`src/rtl/green_pkg.sv`:
```
// rtl/green_pkg.sv - shared opcodes, field positions and FSM states for the green decoder
package green_pkg;

  localparam logic [3:0] OPC_LD  = 4'b0000;
  localparam logic [3:0] OPC_ST  = 4'b0001;
  localparam logic [3:0] OPC_INC = 4'b0010;
  localparam logic [3:0] OPC_DEC = 4'b0011;
  localparam logic [3:0] OPC_BRZ = 4'b0100;

  localparam int OPC_MSB = 15;
  localparam int SEL_MSB = 11;
  localparam int OFF_W   = 8;

  typedef enum logic {
    IDLE    = 1'b0,
    ST_WAIT = 1'b1
  } state_t;

endpackage

```
`src/rtl/green_regbank.sv`:
```
// rtl/green_regbank.sv - NREG x W register bank, one write port, flat read-out
module green_regbank #(
  parameter int W    = 16,
  parameter int NREG = 2,
  localparam int RSEL_W = $clog2(NREG)
) (
  input  logic              clk,
  input  logic              rst_n,
  input  logic              wr_en,
  input  logic [RSEL_W-1:0] wr_sel,
  input  logic [W-1:0]      wr_data,
  output logic [NREG*W-1:0] q
);

  logic [W-1:0] regs [NREG];

  always_ff @(posedge clk or negedge rst_n) begin
    if (!rst_n) begin
      for (int i = 0; i < NREG; i++) regs[i] <= '0;
    end else if (wr_en) begin
      regs[wr_sel] <= wr_data;
    end
  end

  for (genvar g = 0; g < NREG; g++) begin : g_flat
    assign q[g*W +: W] = regs[g];
  end

endmodule

```
`src/rtl/green_decode_ctrl.sv`:
```
// rtl/green_decode_ctrl.sv - clocked green instruction decoder with register bank and store handshake
module green_decode_ctrl
  import green_pkg::*;
#(
  parameter int W    = 16,
  parameter int NREG = 2
) (
  input  logic              clk,
  input  logic              rst_n,
  input  logic              ins_valid,
  output logic              ins_ready,
  input  logic [15:0]       ins,
  input  logic [W-1:0]      ld_data,
  output logic [NREG*W-1:0] reg_q,
  output logic              we,
  output logic [W-1:0]      st_data,
  input  logic              st_ack,
  output logic              br,
  output logic [7:0]        br_off,
  output logic              illegal
);

  localparam int RSEL_W = $clog2(NREG);

  state_t            state;
  logic              accept;
  logic [3:0]        opc;
  logic [RSEL_W-1:0] sel;
  logic [W-1:0]      cur;
  logic [W-1:0]      alu;
  logic              wr_en;
  logic              cur_zero;
  logic              unused_ins;

  assign accept     = ins_valid & ins_ready;
  assign opc        = ins[OPC_MSB -: 4];
  assign sel        = ins[SEL_MSB -: RSEL_W];
  assign cur        = reg_q[int'(sel)*W +: W];
  assign cur_zero   = (cur == '0);
  assign unused_ins = ^ins;

  // Only LD/INC/DEC write the bank; wr_en is already gated by accept.
  always_comb begin
    wr_en = 1'b0;
    alu   = cur;
    if (accept) begin
      case (opc)
        OPC_LD:  begin wr_en = 1'b1; alu = ld_data;     end
        OPC_INC: begin wr_en = 1'b1; alu = cur + W'(1); end
        OPC_DEC: begin wr_en = 1'b1; alu = cur - W'(1); end
        default: begin wr_en = 1'b0; alu = cur;         end
      endcase
    end
  end

  green_regbank #(.W(W), .NREG(NREG)) u_regbank (
    .clk     (clk),
    .rst_n   (rst_n),
    .wr_en   (wr_en),
    .wr_sel  (sel),
    .wr_data (alu),
    .q       (reg_q)
  );

  // ins_ready resets low so nothing is accepted until the first clock after release.
  always_ff @(posedge clk or negedge rst_n) begin
    if (!rst_n) begin
      state     <= IDLE;
      ins_ready <= 1'b0;
      we        <= 1'b0;
      st_data   <= '0;
      br        <= 1'b0;
      br_off    <= '0;
      illegal   <= 1'b0;
    end else begin
      br      <= 1'b0;
      illegal <= 1'b0;
      case (state)
        IDLE: begin
          ins_ready <= 1'b1;
          if (accept) begin
            case (opc)
              OPC_ST: begin
                we        <= 1'b1;
                st_data   <= cur;
                ins_ready <= 1'b0;
                state     <= ST_WAIT;
              end
              OPC_BRZ: begin
                if (cur_zero) begin
                  br     <= 1'b1;
                  br_off <= ins[OFF_W-1:0];
                end
              end
              OPC_LD, OPC_INC, OPC_DEC: ;
              default: illegal <= 1'b1;
            endcase
          end
        end
        ST_WAIT: begin
          if (st_ack) begin
            we        <= 1'b0;
            ins_ready <= 1'b1;
            state     <= IDLE;
          end
        end
        default: state <= IDLE;
      endcase
    end
  end

endmodule
```
`config.mk`:
```
export PLATFORM = sky130hd
export DESIGN_NAME = green_decode_ctrl
export DESIGN_NICKNAME = d
export VERILOG_FILES = /design/src/rtl/green_pkg.sv /design/src/rtl/green_regbank.sv /design/src/rtl/green_decode_ctrl.sv
export SDC_FILE = /design/constraint.sdc
export NUM_CORES = 1
export LEC_CHECK = 0
export CAP_MARGIN = 25
export CORE_MARGIN = 3
export CORE_UTILIZATION = 40
export DETAILED_ROUTE_END_ITERATION = 7
export GPL_TIMING_DRIVEN = 0
export PLACE_DENSITY = 0.76
export SYNTH_ARGS = -nofsm -noshare
export SYNTH_HDL_FRONTEND = slang
export SYNTH_SLANG_ARGS = --single-unit
export TNS_END_PERCENT = 30
```
`constraint.sdc`:
```
create_clock -name clk -period 3.96 [get_ports clk]
set_clock_uncertainty 0.15 [all_clocks]
set_input_delay 0.792 -clock clk [delete_from_list [all_inputs] [get_ports clk]]
set_output_delay 0.792 -clock clk [all_outputs]
set_load 0.03 [all_outputs]
```
Word level (Yosys, flattened, before mapping)
Cells that the tools add are included.
{"block": "totals", "out_inout_bits": 60, "register_bits": 61, "in_bits": 36, "word_cells": 58}
{"block": "op_classes", "n_mux": 26, "add_sub_neg": 2, "eq_ne": 7, "bitwise": 3, "n_shift": 1, "reduce_logical": 8, "order_cmp": 2}
{"operator": "$pmux W16 S3", "count": 1}
{"operator": "$bwmux W32", "count": 1}
{"operator": "$mux W16", "count": 2}
{"operator": "$shiftx A32 B6 Y16", "count": 1}
{"operator": "$mux W1", "count": 18}
{"operator": "$add A16 B1 Y16 const B", "count": 1}
{"operator": "$demux W16 S1", "count": 1}
{"operator": "$logic_not A16 Y1", "count": 1}
{"operator": "$sub A16 B1 Y16 const B", "count": 1}
{"operator": "$eq A4 B2 Y1 const B", "count": 2}
{"operator": "$pmux W1 S2", "count": 3}
{"operator": "$reduce_and A3 Y1", "count": 2}
{"operator": "$reduce_or A5 Y1", "count": 1}
{"operator": "$eq A4 B1 Y1 const B", "count": 1}
{"operator": "$eq A4 B3 Y1 const B", "count": 1}
{"operator": "$logic_not A4 Y1", "count": 1}
{"operator": "$ne A2 B2 Y1 const B", "count": 2}
{"operator": "$reduce_and A4 Y1", "count": 1}
{"operator": "$reduce_or A3 Y1", "count": 1}
{"operator": "$ge A2 B2 Y1 const B", "count": 1}
{"operator": "$lt A2 B1 Y1 const B", "count": 1}
{"operator": "$ne A2 B1 Y1 const B", "count": 1}
{"operator": "$not A1 Y2", "count": 1}
{"operator": "$and A1 B1 Y1", "count": 1}
{"operator": "2 further kinds", "count": 2}

Logic depth before layout (Yosys ltp)
Gate-level depths: netlist of run 1.
{"block": "depth", "ltp_word": 6, "depth_mapped": 15, "mapped_depth_nobuf": 11}

By module
Synthesis of run 1 repeated with hierarchy kept, for this count alone.
{"block": "hier_totals", "cells_unflattened": 422, "hier_area_um2": 3995.1}
{"module": "green_decode_ctrl", "cells_per_inst": 353, "area_per_inst_um2": 2747.6, "seq_area_each_um2": 725.7, "instances": 1}
{"module": "green_regbank", "cells_per_inst": 69, "area_per_inst_um2": 1247.4, "seq_area_each_um2": 800.8, "instances": 1}

Worst setup path before layout of run 1
No wires, ideal clock.
{"block": "synth_path", "path_type": "input port to flip-flop", "start": "input port ins[11]", "end": "register u_regbank.regs, in the netlist u_regbank.q[15]", "cell_stages": 15, "n_path_buf": 6, "arrival_ns": 3.644, "t_required_ns": 3.684, "setup_time_ns": 0.126, "slack_ns": 0.040, "path_cell_list": "buf_6 > buf_12 > buf_4 > buf_2 > buf_2 > mux2_1 > ha_1 > clkbuf_1 > inv_1 > nor3_1 > a2bb2oi_1 > o311ai_1 > xnor2_1 > nor3_2 > o32a_1"}
{"block": "synth_between", "elab_cells_between_ends": 12, "classes_between": "add/sub: 2; order compare: 2; shift: 1; mux: 5; bitwise: 1; reduce/logical: 1"}
{"element": "start, declared", "line_no": "green_decode_ctrl.sv:12", "rtl": "input logic [15:0] ins,"}
{"element": "$shiftx A32 B6 Y16 *", "line_no": "green_decode_ctrl.sv:38", "rtl": "assign cur = reg_q[int'(sel)*W +: W];"}
{"element": "net cur[10]", "line_no": "green_decode_ctrl.sv:29", "rtl": "logic [W-1:0] cur;"}
{"element": "$sub A16 B1 Y16 or $add A16 B1 Y16 (tied branches)", "line_no": "green_decode_ctrl.sv:50, green_decode_ctrl.sv:49"}
{"element": "$pmux W16 S3 *", "line_no": "green_decode_ctrl.sv:47", "rtl": "case (opc)"}
{"element": "$mux W16 *", "line_no": "green_decode_ctrl.sv:46", "rtl": "if (accept) begin"}
{"element": "$bwmux W32 *", "line_no": "green_regbank.sv:21", "rtl": "regs[wr_sel] <= wr_data;"}
{"element": "end signal, assigned by index", "line_no": "green_regbank.sv:21"}
{"element": "end, declared", "line_no": "green_regbank.sv:15", "rtl": "logic [W-1:0] regs [NREG];"}
The timed path passes the listed nets; every way through them passes the cells marked *.
A chain may end at the register's enable or synchronous reset.

Worst setup path after layout of run 1
{"block": "layout_path", "start": "input port ins[11]", "end": "register u_regbank.regs, in the netlist u_regbank.q[13]"}
Same word-level chain as after synthesis.

==> reports/metrics.cfg, run 1 <==
[run_status]
status=finished clean

[synthesis]
synth_ff_type=dfrtp_1
synth_most_common_cell=nand2_1
yosysTopAreaCell=dfrtp_1
synth.area.top_cells=dfrtp_1 39%, nand2_1 6.7%, mux2_2 4.9%
synth_cell_type_count=74
synth_nets=473
synth_top_cells_by_count=70 x nand2_1, 61 x dfrtp_1, 39 x nor2_1, 18 x o21ai_0, 17 x mux2_2
syn_area_per_cell_um2=9.14
yosysSeqAreaShare=0.388
yosysWarnings=0
synth_edf_count=0
async_flop_share=1.00
netlist.area_leader.share=0.388
synth.cell_area_um2=3940
synth-seq-cells=61
syn_inst=431

[setup_path]
required_ps=4060
end_kind=flop
path_max_fanout=19
start_kind=primary input
critPathKind=primary input to flop
crit_chain=buf_6 -> buf_12 -> buf_4 -> clkbuf_4 -> mux2_1 -> ha_1 -> inv_1 -> nor3_1 -> a2bb2o_1 -> a221oi_1 -> and3b_1 -> o21ai_1 -> o31a_1
cpPeakStageDelay_ps=430
timing.critical_path.buf_inv=5
crit_slowest_cell=ha_1
crit_arrival_ps=3910
critPathTopFamily=buffers and inverters

[clocking]
clock_sinks=61
hold_buffers=0
cts_tree=done
cts_made_buffers=9
cts_max_level=3
clk_latency_ps=350
clk_pin_slew_worst_paths_ps=80
clockRootBuffer=clkbuf_8
cts_buffer_depth=2

[cells_and_area]
final_nets=574
drive_above_1_share=0.127
antenna_cells=0
multi_input_area_um2=2290
fill_cells=868
regArea_um2=1530
area_growth_pct=33.8

[global_routing]
grt_pass1_vias=3807
gr-usage-met1=0.300
antenna_found_initial=0
grt_max_degree=42
grt.overflow.total=0
met2_usage=0.372
grt_pass1_wl_um=19900
grt_use_total=0.228
use_met3=0.0453
grt-busiest-layer=met2

[job]
cap_viol_max_count=0

[floorplan]
initial_core_util=0.418
core-area_um2=9420
die-area_um2=11100
num_rows=35
die_w_um=105
die_y_um=105
pin_count=96

[worst_hold_path]
hold_path_class=primary input to asynchronous set/reset pin

[routing]
drt-pass1-iter-count=5
vias=3822
wl_per_cell_um=19.1
drtIter0Drc=232
drc=0
via_per_inst=5.74
ant_nets=0
drt-total-wl_um=12700

[sta]
max_freq_mhz=262
finalHoldViolCount=0
setup_viol=0
timing.hold.ws_ps=254
tightest_slew_ps=688
period_share=0.963
timing.slew.headroom=0.532
layout_min_cycle_time_ps=3810
rsz0062_at_grt=no
report.final.slew_viol_count=0

[placed_design]
gp_congestion=0.912
dp_hpwl_um=9580
io_buffers=91

[power]
powerDensity_nw_per_um2=378
ir_worst_vdd_mv=0.190
power_uw=1990
leakage_uw=0.00214

## worst paths after layout
path / start / end / slack (ps) / cells past startpoint
setup reg to reg: u_regbank.q[12] / u_regbank.q[31] / 930 / 11
min in group clk: br_off[4] / br_off[4] / 320 / 2
hold reg to reg: br_off[4] / br_off[4] / 320 / 2
max in group asynchronous: rst_n / st_data[5] / 2790 / 2
hold / removal: rst_n / br_off[7] / 250 / 1
setup / recovery: ins[11] / u_regbank.q[13] / 150 / 13
## layout by cell type, fill, tap and decap left out, types with 4 or more instances in the layout
cell type | Yosys | routed
nor3b_1 | 4 | 4
ha_1 | 6 | 5
clkdlybuf4s50_1 | 0 | 89
mux2i_1 | 11 | 10
a31oi_1 | 4 | 4
a22oi_1 | 10 | 10
mux2i_2 | 3 | 4
xnor2_1 | 13 | 13
dfrtp_1 | 61 | 61
clkbuf_1 | 12 | 11
o21ai_0 | 18 | 18
nor4_1 | 5 | 5
mux2_1 | 7 | 7
o31ai_1 | 7 | 7
inv_1 | 10 | 10
o21ai_1 | 13 | 13
o211ai_1 | 4 | 4
nand2_1 | 70 | 70
o22ai_1 | 4 | 4
a21oi_1 | 12 | 12
xor2_1 | 4 | 4
clkbuf_8 | 0 | 9
mux2_2 | 17 | 17
nor3_1 | 12 | 12
nand3_1 | 12 | 12
nor2_1 | 39 | 39
## kinds of logic (layout without fill, tap and decap cells)
family          count (synthesis)  count (layout)  share of synthesized area
simple gates                  170             170                      0.214
mux                            39              39                      0.113
buf+inv                        32             138                     0.0419
compound gates                105             105                      0.184
xor+xnor                       17              17                     0.0378
flops                          61              61                      0.388
fa+ha+maj                       7               7                     0.0219
## per-layer routing
metal / vias up / share of wire
met5: - / 0
met4: 0 / 0.022
met3: 24 / 0.053
met2: 130 / 0.48
met1: 1889 / 0.44
li1: 1779 / -
## where the power goes
part           switching (µW)  leakage, µW  internal, µW  total [µW]
registers                72.1     0.000814           690         762
logic                     380      0.00123           278         657
clock network             276     0.000104           294         569
## worst register-to-register path: stages, from the launching register on
cell       delay [ps]
dfrtp_1           410
mux2i_2           300
inv_1              90
ha_1              280
clkbuf_1          280
inv_1             130
nor3_1            260
a2bb2oi_1         120
o311ai_2          360
xnor2_1           180
nor3_2             70
o32a_1            290
## what timing repair did
action,CTS,global route
endpoints found under the hold margin,0,0
buffers inserted,0,0
gates cloned,0,0
resized for setup,2,7
endpoints found under the setup margin,8,5
pin swaps,0,0
## per-stage QoR
| step | TNS (ps) | worst slack (ps) | instances | util | instance area (µm²) |
|---|---|---|---|---|---|
| after floorplan | 0 | 39.7 | 431 | - | 3940 |
| after global placement | -5740 | -675 | 651 | 0.532 | 5010 |
| after detailed placement | -5860 | -637 | 652 | 0.534 | 5020 |
| after CTS | 0 | 65.1 | 666 | 0.556 | 5230 |
| after global routing | 0 | 18.7 | 666 | 0.559 | 5270 |
| final | 0 | 147 | 666 | 0.559 | 5270 |
## layout make-up
cell class | count | area share
buffer | 19 | 0.0235
clock buffer | 9 | 0.0235
clock inverter | 7 | 0.0143
inverter | 11 | 0.00784
multi-input combinational | 338 | 0.434
sequential | 61 | 0.290
tap | 129 | 0.0306
timing repair buffer | 92 | 0.176
## registers in the layout, summed over array words and instances, names as in the netlist
signal       cells
illegal          1
state            1
we               1
br               1
br_off           8
u_regbank.q     32
ins_ready        1
st_data         16
(Power assumes the default switching activity.)
==> inputs of run 2 (changes only) <==
CORE_MARGIN = 5   (was 3)
==> run 2 against run 1 <==
Effect of this change: register-to-register slack better by 50 ps; sequential share of layout area up 0.062 points; wire length down 4.1%; via count up 0.71%; largest power group unchanged; count of clock-buffer cells in the layout up 1; critical path depth unchanged; critical endpoint is now u_regbank.q[31]; global-route usage down 2.0 points; sequential power about the same.
==> reports/metrics.cfg, run 2 (synthesis results as in run 1) <==
[floorplan]
initial_core_util=0.407
die-area_um2=11900
core-area_um2=9680
die_w_um=109
pin_count=96
num_rows=36
die_y_um=109

[routing]
via_per_inst=5.75
drc=0
wl_per_cell_um=18.2
drtIter0Drc=237
drt-pass1-iter-count=5
ant_nets=0
drt-total-wl_um=12200
vias=3849

[cells_and_area]
antenna_cells=0
area_growth_pct=33.5
fill_cells=880
most-common-layout-cells=90 x clkdlybuf4s50_1, 70 x nand2_1, 61 x dfrtp_1, 39 x nor2_1, 18 x o21ai_0
final_common_cell=clkdlybuf4s50_1
largest_reg_flops=32
drive_above_1_share=0.123
final_nets=573

[global_routing]
grt_max_degree=40
grt_use_total=0.209
grt_pass1_vias=3784
grt_pass1_wl_um=19200
grt.overflow.total=0
antenna_found_initial=0

[placed_design]
gp_congestion=1.01
io_buffers=91
dp_hpwl_um=9240

[setup_path]
crit_chain=buf_6 -> buf_12 -> buf_4 -> buf_2 -> mux2_1 -> ha_1 -> inv_1 -> nor3_1 -> a2bb2oi_1 -> o311ai_1 -> xnor2_1 -> nor3_2 -> o32a_1
start_kind=primary input
path_max_fanout=19
cpPeakStageDelay_ps=450
crit_slowest_cell=ha_1
crit_arrival_ps=3920
r2r_end=u_regbank.q[31]
timing.critical_path.buf_inv=5
reg2reg_depth=10
critPathTopFamily=buffers and inverters
critPathKind=primary input to flop
reg2reg_from=u_regbank.q[28]
end_kind=flop
regToRegSetupSlack_ps=980
required_ps=4030

[power]
leakage_uw=0.00214
power_uw=2050
powerDensity_nw_per_um2=389
ir_worst_vdd_mv=0.231

[clocking]
cts_buffer_depth=2
clock_sinks=61
cts_made_buffers=9
cts_max_level=3
hold_buffers=0
cts_tree=done
clk_latency_ps=340
clockRootBuffer=clkbuf_8
clk_pin_slew_worst_paths_ps=70

[sta]
layout_min_cycle_time_ps=3840
max_freq_mhz=260
timing.hold.ws_ps=283
timing.slew.headroom=0.524
report.final.slew_viol_count=0
tightest_slew_ps=700
setup_viol=0
rsz0062_at_grt=no
finalHoldViolCount=0
period_share=0.970

[job]
cap_viol_max_count=0

[run_status]
status=finished clean

[worst_hold_path]
hold_path_class=primary input to asynchronous set/reset pin

run 2: layer usage:
metal  routed length [µm]  global-route usage  vias to the layer above
li1                     -                   -                     1772
met1                 5270               0.272                     1884
met2                 5640               0.339                      169
met3                  977              0.0539                       24
met4                  289              0.0677                        0
met5                    0                   0                        -
run 2: per-stage QoR:
stage	util	cell area [µm²]	std cells	setup TNS [ps]	worst slack [ps]
after floorplan	-	3940	431	0	39.7
after global placement	0.518	5010	655	-3630	-478
after global routing	0.543	5260	669	0	1.70
after CTS	0.542	5250	671	0	41.5
after detailed placement	0.519	5030	656	-4000	-561
final	0.543	5260	669	0	118
run 2: area by class of cell:
class | count | area, µm² | area share
repair buffers | 92 | 926 | 0.176
plain buffers | 18 | 118 | 0.0224
multi-input cells | 338 | 2250 | 0.429
clock buffers | 10 | 138 | 0.0262
clock inverters | 6 | 86.3 | 0.0164
inverters | 11 | 41.3 | 0.00786
flip-flops and latches | 61 | 1530 | 0.290
well taps | 133 | 166 | 0.0317
run 2: power by group:
group	leakage [µW]	switching, µW	internal, µW	total (µW)
Combinational	0.00122	373	276	649
Clock	0.000112	262	370	632
Sequential	0.000814	75.3	690	765
Total	0.00214	710	1340	2050
run 2: how the worst max path moves through the flow:
stage	from	end	slack, ps	cells after the start
after global placement	ins[11]	u_regbank.q[31]	-480	15
after CTS	ins[11]	u_regbank.q[31]	40	14
after detailed placement	ins[11]	u_regbank.q[15]	-560	15
after floorplan	ins[11]	u_regbank.q[15]	40	15
final	ins[11]	u_regbank.q[31]	120	13
after global routing	ins[11]	u_regbank.q[31]	2	13
run 2: repair_timing:
item,in CTS,in global routing
endpoints found under the setup margin,4,6
pin swaps,0,1
gates resized for setup,1,3
setup buffers,0,0
